[src/rtl/adc_lvds_serializer.sv]
// -----------------------------------------------------------------------------
// adc_lvds_serializer
//
// Transmit-side model of an octal serial ADC link. Parallel per-channel sample
// words are accepted through a valid/ready handshake and sent MSB first, one
// bit per clk, on CHANNELS single-data-rate lanes. A frame clock (fco) is high
// for the first WIDTH/2 bits of each frame. After enable rises, SYNC_FRAMES
// copies of SYNC_WORD are sent on every lane so a receiver can align on the
// fco rising edge, then live data follows.
//
// Ports:
//   clk        bit clock, one serial bit per rising edge
//   rst_n      asynchronous active-low reset
//   enable     start/stop; only its value at a frame boundary matters
//   din        sample words, channel c at din[c*WIDTH +: WIDTH]
//   din_valid  din holds a new frame
//   din_ready  combinational; high on the boundary cycle of a RUN load
//   sdata      serial lanes, bit c is lane c
//   fco        frame clock
//   active     high while the transmitter is in RUN
//   underrun   one-cycle pulse after a RUN load that found no valid data
//
// Optional build macro ADC_SER_TEST_PATTERN_EN: a RUN load without valid data
// sends a per-lane ramp ((ramp + c) mod 2^WIDTH) instead of repeating the last
// accepted frame. With the macro undefined no ramp register exists.
// -----------------------------------------------------------------------------
module adc_lvds_serializer #(
  parameter int               WIDTH       = 14,
  parameter int               CHANNELS    = 8,
  parameter int               SYNC_FRAMES = 16,
  parameter logic [WIDTH-1:0] SYNC_WORD   = 14'h2A55
) (
  input  logic                      clk,
  input  logic                      rst_n,
  input  logic                      enable,
  input  logic [CHANNELS*WIDTH-1:0] din,
  input  logic                      din_valid,
  output logic                      din_ready,
  output logic [CHANNELS-1:0]       sdata,
  output logic                      fco,
  output logic                      active,
  output logic                      underrun
);

  localparam int CW = $clog2(WIDTH);
  localparam int FW = $clog2(SYNC_FRAMES + 1);
  localparam logic [CW-1:0] LAST_BIT = CW'(WIDTH - 1);
  localparam logic [CW-1:0] HALF_BIT = CW'(WIDTH / 2);
  localparam logic [FW-1:0] FRM_LAST = FW'(SYNC_FRAMES);

  typedef enum logic [1:0] {IDLE, SYNC, RUN} state_t;

  state_t                           state;
  state_t                           state_nxt;
  logic [CW-1:0]                    bit_cnt;
  logic [FW-1:0]                    frm_cnt;
  logic [CHANNELS-1:0][WIDTH-1:0]   shreg;
  logic [CHANNELS-1:0][WIDTH-1:0]   hold;
  logic [CHANNELS-1:0][WIDTH-1:0]   run_word;
  logic                             boundary;
  logic                             load_sync;
  logic                             load_run;
  logic                             go_idle;
`ifdef ADC_SER_TEST_PATTERN_EN
  logic [WIDTH-1:0]                 ramp;
`endif

  // bit_cnt parks at LAST_BIT in IDLE, so every IDLE cycle is a boundary and
  // a rising enable is acted on at the very next edge.
  assign boundary = (bit_cnt == LAST_BIT);

  always_comb begin
    state_nxt = state;
    load_sync = 1'b0;
    load_run  = 1'b0;
    go_idle   = 1'b0;
    case (state)
      IDLE: begin
        if (enable) begin
          state_nxt = SYNC;
          load_sync = 1'b1;
        end
      end
      SYNC: begin
        if (boundary) begin
          if (!enable) begin
            state_nxt = IDLE;
            go_idle   = 1'b1;
          end else if (frm_cnt < FRM_LAST) begin
            load_sync = 1'b1;
          end else begin
            state_nxt = RUN;
            load_run  = 1'b1;
          end
        end
      end
      RUN: begin
        if (boundary) begin
          if (!enable) begin
            state_nxt = IDLE;
            go_idle   = 1'b1;
          end else begin
            load_run = 1'b1;
          end
        end
      end
      default: begin
        state_nxt = IDLE;
        go_idle   = 1'b1;
      end
    endcase
  end

  // A RUN load is exactly the moment the block can take a new frame.
  assign din_ready = load_run;

  // Word loaded at a RUN boundary: fresh data if offered, otherwise the fill
  // pattern (last accepted frame, or the ramp when the test pattern is built).
  always_comb begin
    for (int c = 0; c < CHANNELS; c++) begin
      run_word[c] = hold[c];
      if (din_valid) begin
        run_word[c] = din[c*WIDTH +: WIDTH];
      end
`ifdef ADC_SER_TEST_PATTERN_EN
      else begin
        run_word[c] = ramp + WIDTH'(c);
      end
`endif
    end
  end

  always_comb begin
    for (int c = 0; c < CHANNELS; c++) begin
      sdata[c] = shreg[c][WIDTH-1];
    end
  end

  // ---- frame control and shift stage: registers feed sdata/fco directly ----
  always_ff @(posedge clk or negedge rst_n) begin
    if (!rst_n) begin
      state    <= IDLE;
      bit_cnt  <= LAST_BIT;
      frm_cnt  <= '0;
      shreg    <= '0;
      hold     <= '0;
      fco      <= 1'b0;
      active   <= 1'b0;
      underrun <= 1'b0;
    end else begin
      state    <= state_nxt;
      active   <= (state_nxt == RUN);
      underrun <= load_run & ~din_valid;

      // fco tracks the value bit_cnt is about to take, so it rises together
      // with the MSB that the load places on sdata.
      if (load_sync || load_run) begin
        bit_cnt <= '0;
        fco     <= 1'b1;
      end else if (go_idle || state == IDLE) begin
        bit_cnt <= LAST_BIT;
        fco     <= 1'b0;
      end else begin
        bit_cnt <= bit_cnt + CW'(1);
        fco     <= ((bit_cnt + CW'(1)) < HALF_BIT);
      end

      if (load_sync) begin
        frm_cnt <= (state == IDLE) ? FW'(1) : frm_cnt + FW'(1);
      end else if (go_idle) begin
        frm_cnt <= '0;
      end

      for (int c = 0; c < CHANNELS; c++) begin
        if (load_sync) begin
          shreg[c] <= SYNC_WORD;
        end else if (load_run) begin
          shreg[c] <= run_word[c];
        end else if (go_idle || state == IDLE) begin
          shreg[c] <= '0;
        end else begin
          shreg[c] <= {shreg[c][WIDTH-2:0], 1'b0};
        end
      end

      if (load_run && din_valid) begin
        hold <= din;
      end
    end
  end

`ifdef ADC_SER_TEST_PATTERN_EN
  always_ff @(posedge clk or negedge rst_n) begin
    if (!rst_n) begin
      ramp <= '0;
    end else if (load_run && !din_valid) begin
      ramp <= ramp + WIDTH'(1);
    end
  end
`endif

endmodule
[config.mk]
export PLATFORM = sky130hd
export DESIGN_NAME = adc_lvds_serializer
export DESIGN_NICKNAME = d
export VERILOG_FILES = /design/src/rtl/adc_lvds_serializer.sv
export SDC_FILE = /design/constraint.sdc
export NUM_CORES = 1
export LEC_CHECK = 0
export ABC_AREA = 1
export BUFFER_PORTS_ARGS = -buffer_cell sky130_fd_sc_hd__buf_2
export CAP_MARGIN = 20
export CORE_ASPECT_RATIO = 0.5
export CORE_MARGIN = 3
export CORE_UTILIZATION = 45
export DETAILED_ROUTE_END_ITERATION = 12
export SKIP_LAST_GASP = 1
export SLEW_MARGIN = 20
export SYNTH_ARGS = -nofsm -noshare
export SYNTH_HDL_FRONTEND = slang
export SYNTH_SLANG_ARGS = --single-unit
[constraint.sdc]
create_clock -name clk -period 2.4 [get_ports clk]
set_input_delay 0.24 -clock clk [delete_from_list [all_inputs] [get_ports clk]]
set_output_delay 0.24 -clock clk [all_outputs]
set_load 0.03 [all_outputs]
==> flow_summary.yaml <==
status:
  status: "finished, final reports clean"
global_route:
  grt_pass1_wl_mm: 45.9
  grt_max_degree: 148
  grt-ovfl-total: 0
  globalRouteTotalUtil_pct: 20.8
  grt_antenna_before_repair: 0
  grt_pass1_vias: 9137
route:
  via_count: 9580
  drt_iter0_drc: 573
  vias_per_cell: 4.92
  wl_mm: 27.2
  first_pass_iters: 6
  wl_per_cell_um: 14.0
  antenna_left: 0
  drcViolationCount: 0
setup_path:
  r2r-start: "state[1]"
  critical_path_class: "flop to output pin"
  regToRegSetupSlack_ps: 350
  path_max_fanout: 18
  reg2regPathDepth: 9
  setup.worst_path.start: "state[1]"
  end_kind: "output pin"
  reg2reg_to: "hold[23]"
  endpoint: "din_ready"
  crit_arrival_ps: 2000
  required_ps: 2160
  cp-start-kind: "flop"
logic_synthesis:
  synthesis.area_um2: 11100
  synth_cell_types: 25
  syn_inst: 1414
  synth_top_area_share_pct: 52.9
  ys.flop_type: "dfrtp_1"
  yosysTopAreaCell: "dfrtp_1"
  ys_ff_latch: 238
  avgSynthCellArea_um2: 7.86
  yosysSeqAreaShare_pct: 53.6
  synthTopCellsByCount: "299 x nand2_1, 290 x nor2_1, 235 x dfrtp_1"
  netlist_top_cells_area: "dfrtp_1 53%, nand2_1 10%, nor2_1 9.8%, o21ai_0 7.4%, a21oi_1 4.9%"
  yosys_warnings: 0
  synth_edf_count: 0
  synth_fp_nets: 1538
  async_flop_share_pct: 100
  synth.most_common_cell: "nand2_1"
sta:
  slew_violations: 0
  setup-tns-final_ps: 0
  fin_worst_skew_ps: 16.5
  grt_setup_unrepaired: "no"
  relSlewSlack_pct: 55.7
  max_freq_ghz: 0.446
  hold_viol_final: 0
  setup_viol: 0
  fin_crit_sh_pct: 93.4
  fin_crit_ps: 2240
  tightest_slew_ps: 664
hold_path:
  hold_start: "din[30]"
  min_path_type: "input port to flop"
final_layout:
  drive_above_1_share_pct: 12.4
  multi_input_area_um2: 4160
  regArea_um2: 5960
  fillers: 2122
  syn2layout_area_growth_pct: 24.3
  layout.nets: 1726
  antenna_cells: 0
placed_design:
  gp_congestion: 0.765
  port-buffer-count: 127
  hpwl_mm: 16.4
power_and_ir_drop:
  power.density_cell_area_nw_per_um2: 804
  ir_drop_mv: 0.433
  p_total_mw: 11.1
  p_leak_nw: 6.98
clocking:
  clkLatencyLatePin_ps: 510
  numClockSinks: 238
  cts_tree: "done"
  clk_pin_slew_ps: 60
  htreeDepth: 1
  post_cts_buffers: 0
  root_buffer: "clkbuf_16"
  cts_buffers: 22
  cts_buffer_depth: 3
floorplan:
  die_y_um: 117
  core_um2: 23500
  fp-row-count: 39
  die_x_um: 228
  start_util_pct: 47.3
  die_area_um2: 26700
  num_io_pins: 128
job:
  maxCapViolations: 0
==> stage by stage <==
stage	cells	utilization [%]	setup WS [ps]	cell area, um^2	hold WS, ps
floorplan	1414	-	654	11100	-55.6
global placement	1794	50.9	287	12000	204
detailed placement	1794	50.9	194	12000	209
CTS	1946	58.7	33.1	13800	14.7
global route	1946	58.7	29.5	13800	52.6
finish	1946	58.7	160	13800	37.3
==> cells by family (layout without fill, tap and decap cells) <==
logic type               after synthesis  count (layout)  synth area share [%]
AO/OA/AOI/OAI                        275             275                  12.4
flip-flops                           238             238                  53.6
adder cells (fa/ha/maj)                8               8                 0.901
XOR/XNOR                               3               3                 0.236
AND/OR/NAND/NOR                      667             667                  23.7
buffers and inverters                223             427                  9.16
==> power breakdown <==
| group | switching (mW) | leakage [nW] | total (mW) | internal [mW] |
|---|---|---|---|---|
| Clock | 1.52 | 0.353 | 3.51 | 1.99 |
| Combinational | 1.76 | 3.94 | 2.70 | 0.942 |
| Sequential | 0.238 | 2.68 | 4.90 | 4.66 |
==> sequential cells by signal, indices dropped and copies added, names as in the netlist <==
register,cells
active,1
bit_cnt,4
fco,1
frm_cnt,5
hold,112
sdata,8
shreg,104
state,2
underrun,1
==> per-layer routing <==
metal | track usage [%] | routed length, um | up-vias
li1 | - | - | 4798
met1 | 29.4 | 13100 | 4590
met2 | 34.3 | 12500 | 153
met3 | 3.53 | 1050 | 39
met4 | 4.37 | 488 | 0
met5 | 0 | 0 | -
==> area by class of cell <==
class,instances,area share [%]
Clock buffer,33,4.73
Multi-Input combinational cell,953,30.1
Inverter,123,3.36
Clock inverter,7,0.453
Sequential cell,238,43.1
Tap cell,328,2.97
Timing Repair Buffer,264,15.2
==> cells in the final DEF (no fill, tap or decap) <==
master	Yosys	final
nand2_1	299	299
nor2_1	290	289
dfrtp_1	235	235
o21ai_0	165	165
buf_2	37	124
inv_1	119	119
dlygate4sd3_1	0	112
a21oi_1	109	109
nand3_1	70	69
clkbuf_16	0	23
buf_4	16	14
buf_12	0	11
ha_1	8	8
clkbuf_1	34	6
clkinv_2	0	5
clkbuf_8	0	4
inv_2	3	3
dfstp_2	3	3
nand3_2	1	2
nand4_1	2	2
nor2_2	2	2
xor2_1	2	2
buf_6	10	2
nor2_4	0	1
nand2_8	0	1
xnor2_1	1	1
nor3_1	1	1
inv_4	0	1
nor2_8	1	1
o21bai_1	1	1
clkinvlp_4	0	1
bufinv_16	0	1
buf_8	0	1
==> timing repair <==
item | 4_1_cts | 5_1_grt
gates cloned | 0 | 0
hold buffers | 112 | 0
setup endpoints to repair | 1 | 1
pin swaps | 0 | 1
gates resized for setup | 2 | 2
endpoints found under the hold margin | 174 | 0
==> critical path, cell delays in order, from the launching register on <==
cell	delay, ps
dfrtp_1	410
inv_1	100
ha_1	340
nand2_1	110
nor2_4	150
nand2_8	130
inv_2	110
buf_6	150
==> worst min-delay path by stage <==
| stage | end | cells after the start |
|---|---|---|
| finish | hold[30] | 3 |
| global route | hold[30] | 3 |
| global placement | hold[21] | 1 |
| CTS | hold[30] | 3 |
| floorplan | active | 0 |
| detailed placement | hold[21] | 1 |
No activity file was read; power rests on OpenSTA's default activity.
